`config.mk`:
```
export PLATFORM = sky130hd
export DESIGN_NAME = sb_tx_fsm_flat
export DESIGN_NICKNAME = d
export VERILOG_FILES = /design/src/rtl/sb_tx_fsm_if.sv /design/src/rtl/sb_tx_fsm.sv /design/src/flat_wrapper.sv
export SDC_FILE = /design/constraint.sdc
export NUM_CORES = 1
export LEC_CHECK = 0
export BUFFER_PORTS_ARGS = -buffer_cell sky130_fd_sc_hd__buf_2
export CAP_MARGIN = 15
export CORE_MARGIN = 8
export CORE_UTILIZATION = 54
export DETAILED_ROUTE_END_ITERATION = 8
export GPL_TIMING_DRIVEN = 0
export PLACE_DENSITY = 0.84
export REMOVE_ABC_BUFFERS = 1
export SLEW_MARGIN = 5
export SYNTH_ARGS = -nofsm -noshare
export SYNTH_HDL_FRONTEND = slang
export SYNTH_SLANG_ARGS = --single-unit
```
`constraint.sdc`:
```
create_clock -name i_clk -period 2.37 [get_ports i_clk]
set_input_delay 0.3555 -clock i_clk [delete_from_list [all_inputs] [get_ports i_clk]]
set_output_delay 0.3555 -clock i_clk [all_outputs]
set_load 0.02 [all_outputs]
```
`src/rtl/sb_tx_fsm_if.sv`:
```
// Handshake bundle between the LTSM/packet encoder, sb_tx_fsm and the sideband serializer.
interface sb_tx_fsm_if;
  logic [3:0]  i_state;
  logic        i_start_pattern_req;
  logic        i_rx_pattern_samp_done;
  logic        i_pkt_valid;
  logic        i_has_data;
  logic [63:0] i_header;
  logic [63:0] i_data;
  logic        o_pkt_ready;
  logic [63:0] o_ser_data;
  logic        o_ser_valid;
  logic        i_ser_ack;
  logic        o_pattern_done;
  logic        o_pkt_sent;
  logic        o_busy;

  modport master (
    output i_state, i_start_pattern_req, i_rx_pattern_samp_done, i_pkt_valid,
           i_has_data, i_header, i_data, i_ser_ack,
    input  o_pkt_ready, o_ser_data, o_ser_valid, o_pattern_done, o_pkt_sent, o_busy
  );

  modport slave (
    input  i_state, i_start_pattern_req, i_rx_pattern_samp_done, i_pkt_valid,
           i_has_data, i_header, i_data, i_ser_ack,
    output o_pkt_ready, o_ser_data, o_ser_valid, o_pattern_done, o_pkt_sent, o_busy
  );
endinterface

```
`src/rtl/sb_tx_fsm.sv`:
```
// Sideband transmit sequencer: clock pattern, then header/data words with a valid/ack handshake.
// Optional macro SB_TX_PARITY_EN inserts CP/DP into header bits 62/63.
module sb_tx_fsm #(
  parameter int PATTERN_TAIL = 4,
  parameter int GAP_CYCLES   = 2
) (
  input  logic        i_clk,
  input  logic        i_rst_n,
  sb_tx_fsm_if.slave  bus
);

  localparam logic [63:0] PATTERN_WORD = 64'hAAAA_AAAA_AAAA_AAAA;
  localparam logic [3:0]  TAIL_LAST    = 4'(PATTERN_TAIL - 1);
  localparam logic [3:0]  GAP_LAST     = (GAP_CYCLES > 0) ? 4'(GAP_CYCLES - 1) : 4'd0;

  typedef enum logic [2:0] {
    ST_IDLE      = 3'd0,
    ST_PATTERN   = 3'd1,
    ST_PAT_TAIL  = 3'd2,
    ST_READY     = 3'd3,
    ST_SEND_HDR  = 3'd4,
    ST_SEND_DATA = 3'd5,
    ST_GAP       = 3'd6
  } state_t;

  localparam state_t AFTER_PKT = (GAP_CYCLES == 0) ? ST_READY : ST_GAP;

`ifdef SB_TX_PARITY_EN
  function automatic logic [63:0] apply_parity(input logic [63:0] hdr,
                                               input logic [63:0] data,
                                               input logic        has_data);
    logic [63:0] res;
    res     = hdr;
    res[62] = ^hdr[61:0];
    res[63] = has_data ? ^data : 1'b0;
    return res;
  endfunction
`endif

  state_t      state_r, state_nxt_s;
  logic [3:0]  tail_cnt_r, tail_cnt_nxt_s;
  logic [3:0]  gap_cnt_r, gap_cnt_nxt_s;
  logic [63:0] hdr_r, hdr_nxt_s;
  logic [63:0] data_r, data_nxt_s;
  logic        has_data_r, has_data_nxt_s;
  logic [63:0] hdr_tx_s;

  logic        pkt_ready_r, pkt_ready_nxt_s;
  logic [63:0] ser_data_r, ser_data_nxt_s;
  logic        ser_valid_r, ser_valid_nxt_s;
  logic        pattern_done_r, pattern_done_nxt_s;
  logic        pkt_sent_r, pkt_sent_nxt_s;
  logic        busy_r, busy_nxt_s;

  logic        ack_s;
  logic        abort_s;

  // An ack only counts while a word is actually on offer.
  assign ack_s   = bus.i_ser_ack & ser_valid_r;
  assign abort_s = (bus.i_state == 4'd0) && (state_r != ST_IDLE);

`ifdef SB_TX_PARITY_EN
  assign hdr_tx_s = apply_parity(hdr_nxt_s, data_nxt_s, has_data_nxt_s);
`else
  assign hdr_tx_s = hdr_nxt_s;
`endif

  // Next-state, counters, capture registers and pulses.
  always_comb begin
    state_nxt_s        = state_r;
    tail_cnt_nxt_s     = tail_cnt_r;
    gap_cnt_nxt_s      = gap_cnt_r;
    hdr_nxt_s          = hdr_r;
    data_nxt_s         = data_r;
    has_data_nxt_s     = has_data_r;
    pattern_done_nxt_s = 1'b0;
    pkt_sent_nxt_s     = 1'b0;

    if (abort_s) begin
      state_nxt_s    = ST_IDLE;
      tail_cnt_nxt_s = 4'd0;
      gap_cnt_nxt_s  = 4'd0;
    end else begin
      case (state_r)
        ST_IDLE: begin
          if (bus.i_start_pattern_req) begin
            state_nxt_s    = ST_PATTERN;
            tail_cnt_nxt_s = 4'd0;
          end else begin
            state_nxt_s = ST_IDLE;
          end
        end
        ST_PATTERN: begin
          // A word acked in the detection cycle is already the first tail word.
          if (bus.i_rx_pattern_samp_done) begin
            if (ack_s && (TAIL_LAST == 4'd0)) begin
              state_nxt_s        = ST_READY;
              pattern_done_nxt_s = 1'b1;
              tail_cnt_nxt_s     = 4'd0;
            end else begin
              state_nxt_s    = ST_PAT_TAIL;
              tail_cnt_nxt_s = ack_s ? 4'd1 : 4'd0;
            end
          end else begin
            state_nxt_s = ST_PATTERN;
          end
        end
        ST_PAT_TAIL: begin
          if (ack_s) begin
            if (tail_cnt_r == TAIL_LAST) begin
              state_nxt_s        = ST_READY;
              pattern_done_nxt_s = 1'b1;
              tail_cnt_nxt_s     = 4'd0;
            end else begin
              tail_cnt_nxt_s = tail_cnt_r + 4'd1;
            end
          end else begin
            state_nxt_s = ST_PAT_TAIL;
          end
        end
        ST_READY: begin
          if (bus.i_pkt_valid) begin
            hdr_nxt_s      = bus.i_header;
            data_nxt_s     = bus.i_data;
            has_data_nxt_s = bus.i_has_data;
            state_nxt_s    = ST_SEND_HDR;
          end else begin
            state_nxt_s = ST_READY;
          end
        end
        ST_SEND_HDR: begin
          if (ack_s) begin
            if (has_data_r) begin
              state_nxt_s = ST_SEND_DATA;
            end else begin
              state_nxt_s    = AFTER_PKT;
              pkt_sent_nxt_s = 1'b1;
              gap_cnt_nxt_s  = 4'd0;
            end
          end else begin
            state_nxt_s = ST_SEND_HDR;
          end
        end
        ST_SEND_DATA: begin
          if (ack_s) begin
            state_nxt_s    = AFTER_PKT;
            pkt_sent_nxt_s = 1'b1;
            gap_cnt_nxt_s  = 4'd0;
          end else begin
            state_nxt_s = ST_SEND_DATA;
          end
        end
        ST_GAP: begin
          if (gap_cnt_r == GAP_LAST) begin
            state_nxt_s   = ST_READY;
            gap_cnt_nxt_s = 4'd0;
          end else begin
            gap_cnt_nxt_s = gap_cnt_r + 4'd1;
          end
        end
        default: begin
          state_nxt_s    = ST_IDLE;
          tail_cnt_nxt_s = 4'd0;
          gap_cnt_nxt_s  = 4'd0;
        end
      endcase
    end
  end

  // Output values derived from the upcoming state so they register alongside it.
  always_comb begin
    ser_valid_nxt_s = 1'b0;
    ser_data_nxt_s  = 64'd0;
    case (state_nxt_s)
      ST_PATTERN, ST_PAT_TAIL: begin
        ser_valid_nxt_s = 1'b1;
        ser_data_nxt_s  = PATTERN_WORD;
      end
      ST_SEND_HDR: begin
        ser_valid_nxt_s = 1'b1;
        ser_data_nxt_s  = hdr_tx_s;
      end
      ST_SEND_DATA: begin
        ser_valid_nxt_s = 1'b1;
        ser_data_nxt_s  = data_nxt_s;
      end
      default: begin
        ser_valid_nxt_s = 1'b0;
        ser_data_nxt_s  = 64'd0;
      end
    endcase
    pkt_ready_nxt_s = (state_nxt_s == ST_READY);
    busy_nxt_s      = (state_nxt_s != ST_IDLE) && (state_nxt_s != ST_READY);
  end

  // State, capture and output registers with synchronous active-low reset.
  always_ff @(posedge i_clk) begin
    if (!i_rst_n) begin
      state_r        <= ST_IDLE;
      tail_cnt_r     <= 4'd0;
      gap_cnt_r      <= 4'd0;
      hdr_r          <= 64'd0;
      data_r         <= 64'd0;
      has_data_r     <= 1'b0;
      pkt_ready_r    <= 1'b0;
      ser_data_r     <= 64'd0;
      ser_valid_r    <= 1'b0;
      pattern_done_r <= 1'b0;
      pkt_sent_r     <= 1'b0;
      busy_r         <= 1'b0;
    end else begin
      state_r        <= state_nxt_s;
      tail_cnt_r     <= tail_cnt_nxt_s;
      gap_cnt_r      <= gap_cnt_nxt_s;
      hdr_r          <= hdr_nxt_s;
      data_r         <= data_nxt_s;
      has_data_r     <= has_data_nxt_s;
      pkt_ready_r    <= pkt_ready_nxt_s;
      ser_data_r     <= ser_data_nxt_s;
      ser_valid_r    <= ser_valid_nxt_s;
      pattern_done_r <= pattern_done_nxt_s;
      pkt_sent_r     <= pkt_sent_nxt_s;
      busy_r         <= busy_nxt_s;
    end
  end

  assign bus.o_pkt_ready    = pkt_ready_r;
  assign bus.o_ser_data     = ser_data_r;
  assign bus.o_ser_valid    = ser_valid_r;
  assign bus.o_pattern_done = pattern_done_r;
  assign bus.o_pkt_sent     = pkt_sent_r;
  assign bus.o_busy         = busy_r;

endmodule
```
`src/flat_wrapper.sv`:
```
// flat-port wrapper written by rule: the top's interface ports become plain ports
module sb_tx_fsm_flat 
#(
  parameter int PATTERN_TAIL = 4,
  parameter int GAP_CYCLES   = 2
)
  (i_clk, i_rst_n, bus_i_state, bus_i_start_pattern_req, bus_i_rx_pattern_samp_done, bus_i_pkt_valid, bus_i_has_data, bus_i_header, bus_i_data, bus_i_ser_ack, bus_o_pkt_ready, bus_o_ser_data, bus_o_ser_valid, bus_o_pattern_done, bus_o_pkt_sent, bus_o_busy);
  sb_tx_fsm_if bus_i ();
  input  logic i_clk;
  input  logic i_rst_n;
  input wire logic [$bits(bus_i.i_state)-1:0] bus_i_state;
  input wire logic [$bits(bus_i.i_start_pattern_req)-1:0] bus_i_start_pattern_req;
  input wire logic [$bits(bus_i.i_rx_pattern_samp_done)-1:0] bus_i_rx_pattern_samp_done;
  input wire logic [$bits(bus_i.i_pkt_valid)-1:0] bus_i_pkt_valid;
  input wire logic [$bits(bus_i.i_has_data)-1:0] bus_i_has_data;
  input wire logic [$bits(bus_i.i_header)-1:0] bus_i_header;
  input wire logic [$bits(bus_i.i_data)-1:0] bus_i_data;
  input wire logic [$bits(bus_i.i_ser_ack)-1:0] bus_i_ser_ack;
  output wire logic [$bits(bus_i.o_pkt_ready)-1:0] bus_o_pkt_ready;
  output wire logic [$bits(bus_i.o_ser_data)-1:0] bus_o_ser_data;
  output wire logic [$bits(bus_i.o_ser_valid)-1:0] bus_o_ser_valid;
  output wire logic [$bits(bus_i.o_pattern_done)-1:0] bus_o_pattern_done;
  output wire logic [$bits(bus_i.o_pkt_sent)-1:0] bus_o_pkt_sent;
  output wire logic [$bits(bus_i.o_busy)-1:0] bus_o_busy;
  assign bus_i.i_state = bus_i_state;
  assign bus_i.i_start_pattern_req = bus_i_start_pattern_req;
  assign bus_i.i_rx_pattern_samp_done = bus_i_rx_pattern_samp_done;
  assign bus_i.i_pkt_valid = bus_i_pkt_valid;
  assign bus_i.i_has_data = bus_i_has_data;
  assign bus_i.i_header = bus_i_header;
  assign bus_i.i_data = bus_i_data;
  assign bus_i.i_ser_ack = bus_i_ser_ack;
  assign bus_o_pkt_ready = bus_i.o_pkt_ready;
  assign bus_o_ser_data = bus_i.o_ser_data;
  assign bus_o_ser_valid = bus_i.o_ser_valid;
  assign bus_o_pattern_done = bus_i.o_pattern_done;
  assign bus_o_pkt_sent = bus_i.o_pkt_sent;
  assign bus_o_busy = bus_i.o_busy;
  sb_tx_fsm #(.PATTERN_TAIL(PATTERN_TAIL), .GAP_CYCLES(GAP_CYCLES)) u_core (.i_clk(i_clk), .i_rst_n(i_rst_n), .bus(bus_i));
endmodule
```
==> results.txt <==
----------------------------------------------------
[Final layout]
  Most common cell after layout, fill and taps aside ... sky130_fd_sc_hd__buf_2
  Post-layout instance area ... roughly 0.012 mm2
  Utilization of the core after routing ... 72.7%
  Fin nets ... approximately 1300
  Synthesis-to-finish area growth ... 31.7%
  Share of cells above drive strength 1 ... 33.1%
  Number of fillers in the final layout ... 1122
  Top library cells by usage in the layout, fill and taps aside ... sky130_fd_sc_hd__buf_2, sky130_fd_sc_hd__dfxtp_1, sky130_fd_sc_hd__mux2i_1

[Die]
  Starting density of the core ... 55.2%
  Die area ... 0.0213 mm2
  Standard cell core area ... 0.0165 mm2
  Vertical die dimension ... 146 um
  Number of top-level pins ... 208
  Die width ... 146 um
  Std cell rows ... 47

[Timing]
  Final cycle utilization of the critical path ... 105%
  Max-slew headroom at the worst pin ... 53.2%
  Final setup viols ... 9
  Hold violation count in the final report ... 0
  Total Neg Setup Slack ... -0.316 ns
  Max-slew violation count ... 0
  Setup ws final ... -0.122 ns
  Post-route clock skew ... 0.0110 ns
  Worst slew pin tran ... 0.697 ns
  RSZ-0062 raised after global routing ... true
  Minimum period implied by the final worst setup slack ... ~2.5 ns
  Maximum achievable frequency ... 401 MHz

[Drt]
  Detailed-route DRC error count ... 0
  Count of antenna-violating nets left after detailed routing ... 0
  Total number of vias ... roughly 8000
  Routed wire length per instance ... 20.7 um
  Drt first pass iters ... 5
  Detail-routed via count per cell ... 5.82
  Wire length reported by the detailed router ... 28500 um
  DRT iter0 DRCs ... 562

[Global routing]
  Met1 track utilization from global routing ... 28.4%
  GR Layer Usage met3 ... ~7.6%
  Antenna violations before repair ... 3
  Via count of the first global-routing pass ... 7949
  Wire length of the first global-routing pass ... 42300 um
  Largest net degree at the start of global routing ... 82
  Most heavily used metal layer in global routing ... met2
  Total global-route track usage ... 23.8%
  Met2 capacity usage during global routing ... 39.3%
  Overflow left after global routing ... 0

[Logic synthesis]
  Yosys top cell by area ... sky130_fd_sc_hd__dfxtp_1
  Netlist area before placement ... a little over 0.009 mm2
  Seq/Total Area, Yosys ... 45.9%
  Synth top area cells ... sky130_fd_sc_hd__dfxtp_1, sky130_fd_sc_hd__mux2i_1, sky130_fd_sc_hd__nor2b_1, sky130_fd_sc_hd__nor2_1, sky130_fd_sc_hd__a221oi_2
  Per-instance average area after synthesis ... between 9 and 10 um2
  Count of distinct cell types in the synthesized netlist ... 53
  Dominant synthesized flop cell ... sky130_fd_sc_hd__dfxtp_1
  Async S/R FF share, synth ... 0%
  Count of flip-flops with a built-in enable after synthesis ... 0
  Number of instances in the synthesized netlist ... 920
  Share of Yosys cell area claimed by the top area cell type ... 45.9%
  Synthesis Warnings ... 0
  Post-synthesis register bit count ... 209

[Critical path]
  Setup slack on the worst flop-to-flop path ... -0.12 ns
  Worst Path Arrival ... 2.88 ns
  Peak fanout along the critical path ... 12
  R2r endpoint ... u_core.bus.o_ser_data[63]$_SDFF_PN0_
  Beginning of the critical path ... u_core.state_r[2]$_SDFF_PN0_
  Kind of start point of the critical path ... register
  Worst reg2reg path depth ... 8
  Required time of the worst setup path ... 2.76 ns
  Crit Path Class ... register to register
  Worst R2R Start ... u_core.state_r[2]$_SDFF_PN0_
  Critical path capture point type ... register

[Clock network]
  Root Buffer Master ... sky130_fd_sc_hd__clkbuf_16
  Clock sinks ... between 200 and 250
  TritonCTS buffer count ... 22
  Clock transition at path regs ... 0.06 ns
  Clock insertion delay at the later pin of the skew report ... 0.50 ns
  Maximum clock path buffer count ... 3
  Clock tree from TritonCTS ... done
  Deepest level of the CTS H-tree ... 1

[Power and ir drop]
  Gate power share ... 23.3%
  Register share of total power ... 39.2%
  Switching share of total power ... 29.4%
  Internal Dissipation ... approximately 6.7 mW
  Relative contribution of the clock network to total power ... 37.5%
  Max VDD drop ... 0.000646 V
  Net switching power of the design ... 2.77 mW
  Power per cell area ... between 700 and 800 mW/mm2
  Cell leakage power ... 4.39 nW
  Power after layout ... approximately 9.4 mW

[Hold path]
  Hold Crit Depth ... 3
  Type of the worst min-delay path ... input port to register
  Worst hold start ... bus_i_data[13]
  Sink of the worst hold path ... u_core.data_r[13]$_SDFF_PN0_

[Outcome]
  Failing checks ... setup timing
  Run status ... finished, violations left

[Place]
  Detailed placer's ending HPWL ... around 16000 um
  Cell area after placement ... 0.0105 mm2
  Pre-CTS setup slack ... -0.866 ns
  Weighted congestion at the end of routability-driven global placement ... 0.810
  IO buf count ... 207

[Flow run]
  MaxCap Viol Count ... 0

----------------------------------------------------
[synthesized netlist by cell type (2+ instances only)]
cell type,n
sky130_fd_sc_hd__ha_1,3
sky130_fd_sc_hd__o211a_1,2
sky130_fd_sc_hd__nand3_1,2
sky130_fd_sc_hd__nand2_1,10
sky130_fd_sc_hd__buf_6,3
sky130_fd_sc_hd__a221oi_1,12
sky130_fd_sc_hd__a22oi_1,33
sky130_fd_sc_hd__o21ai_1,4
sky130_fd_sc_hd__nor3_1,37
sky130_fd_sc_hd__a221oi_2,20
sky130_fd_sc_hd__a211oi_1,32
sky130_fd_sc_hd__o21ai_0,7
sky130_fd_sc_hd__o31a_1,2
sky130_fd_sc_hd__nor3b_1,3
sky130_fd_sc_hd__mux2i_1,160
sky130_fd_sc_hd__nand3b_1,5
sky130_fd_sc_hd__and2_1,4
sky130_fd_sc_hd__buf_4,8
sky130_fd_sc_hd__o21a_1,2
sky130_fd_sc_hd__dfxtp_1,209
sky130_fd_sc_hd__nand2b_1,2
sky130_fd_sc_hd__and3_1,2
sky130_fd_sc_hd__nor2b_1,132
sky130_fd_sc_hd__clkbuf_1,49
sky130_fd_sc_hd__buf_2,25
sky130_fd_sc_hd__o21bai_1,2
sky130_fd_sc_hd__or4_1,2
sky130_fd_sc_hd__nor2_1,110
sky130_fd_sc_hd__a21oi_1,10
sky130_fd_sc_hd__or3_1,3
sky130_fd_sc_hd__inv_1,3
[per-stage QoR]
step	hold WS, ns	instances
5_1_grt	0.145	1377
4_1_cts	0.123	1352
3_3_place_gp	0.459	1261
6_report	0.141	1377
2_1_floorplan	0.449	834
3_5_place_dp	0.469	1284
[flip-flops by register name, indices dropped and copies added (netlist names), 3 cells and up]
signal	count
u_core.bus.o_ser_data	64
u_core.data_r	64
u_core.hdr_r	64
u_core.gap_cnt_r	4
u_core.tail_cnt_r	4
u_core.state_r	3
[critical path: stages (launching register included)]
cell and delay (ns):
sky130_fd_sc_hd__dfxtp_4 0.41, sky130_fd_sc_hd__nand4b_1 0.39, sky130_fd_sc_hd__buf_4 0.27, sky130_fd_sc_hd__o211ai_1 0.12, sky130_fd_sc_hd__nand4_1 0.23, sky130_fd_sc_hd__buf_8 0.22
sky130_fd_sc_hd__nor2_1 0.10, sky130_fd_sc_hd__o311ai_0 0.23, sky130_fd_sc_hd__a221oi_1 0.40
[repair_timing]
action / in CTS / in global routing
pin swaps: 12 / 7
hold buffers: 0 / 0
gates resized for setup: 18 / 30
gates cloned: 4 / 3
setup endpoints to repair: 150 / 66
setup buffers: 24 / 21
[final cells by class]
class	instances	area [um2]	area share, %
diodes	1	2.50	0.0208
clock buffers	32	679	5.65
clock inverters	8	72.6	0.604
inverters	3	11.3	0.0937
multi-input cells	626	4830	40.2
flip-flops and latches	209	4200	34.9
well taps	220	275	2.29
repair buffers	278	1950	16.2
[kinds of logic (layout without fill, tap and decap cells)]
| family | Yosys count | in the layout | synth area share, % |
|---|---|---|---|
| xor+xnor | 2 | 2 | 0.192 |
| compound gates | 134 | 134 | 12.5 |
| mux | 160 | 160 | 17.6 |
| flops | 209 | 209 | 45.9 |
| simple gates | 323 | 327 | 18.9 |
| other cells | 0 | 1 | 0 |
| fa+ha+maj | 3 | 3 | 0.412 |
| buf+inv | 89 | 321 | 4.58 |
[worst max path at each step]
stage	cells past startpoint	to
after detailed placement	6	u_core.bus.o_ser_data[56]$_SDFF_PN0_
final	8	u_core.bus.o_ser_data[63]$_SDFF_PN0_
after global routing	8	u_core.bus.o_ser_data[63]$_SDFF_PN0_
after CTS	9	u_core.bus.o_ser_data[15]$_SDFF_PN0_
after floorplan	4	u_core.bus.o_ser_data[63]$_SDFF_PN0_
after global placement	7	u_core.bus.o_ser_data[36]$_SDFF_PN0_
[routing by layer]
metal  routed length, um  share of wire, %  vias up
li1                    -                 -     3685
met1               11500                40     3837
met2               13600                48      403
met3                2700               9.5       81
met4                 736               2.6        4
met5                  23             0.081        -
[power by group through the flow]
stage	logic, mW	registers (mW)	clock network, mW
6_report	2.19	3.70	3.53
5_1_grt	2.27	3.70	3.72
4_1_cts	1.89	3.70	3.57
3_5_place_dp	1.63	3.77	0
3_3_place_gp	1.47	3.77	0
2_1_floorplan	0.760	3.89	0
No activity file was read; power rests on OpenSTA's default activity.
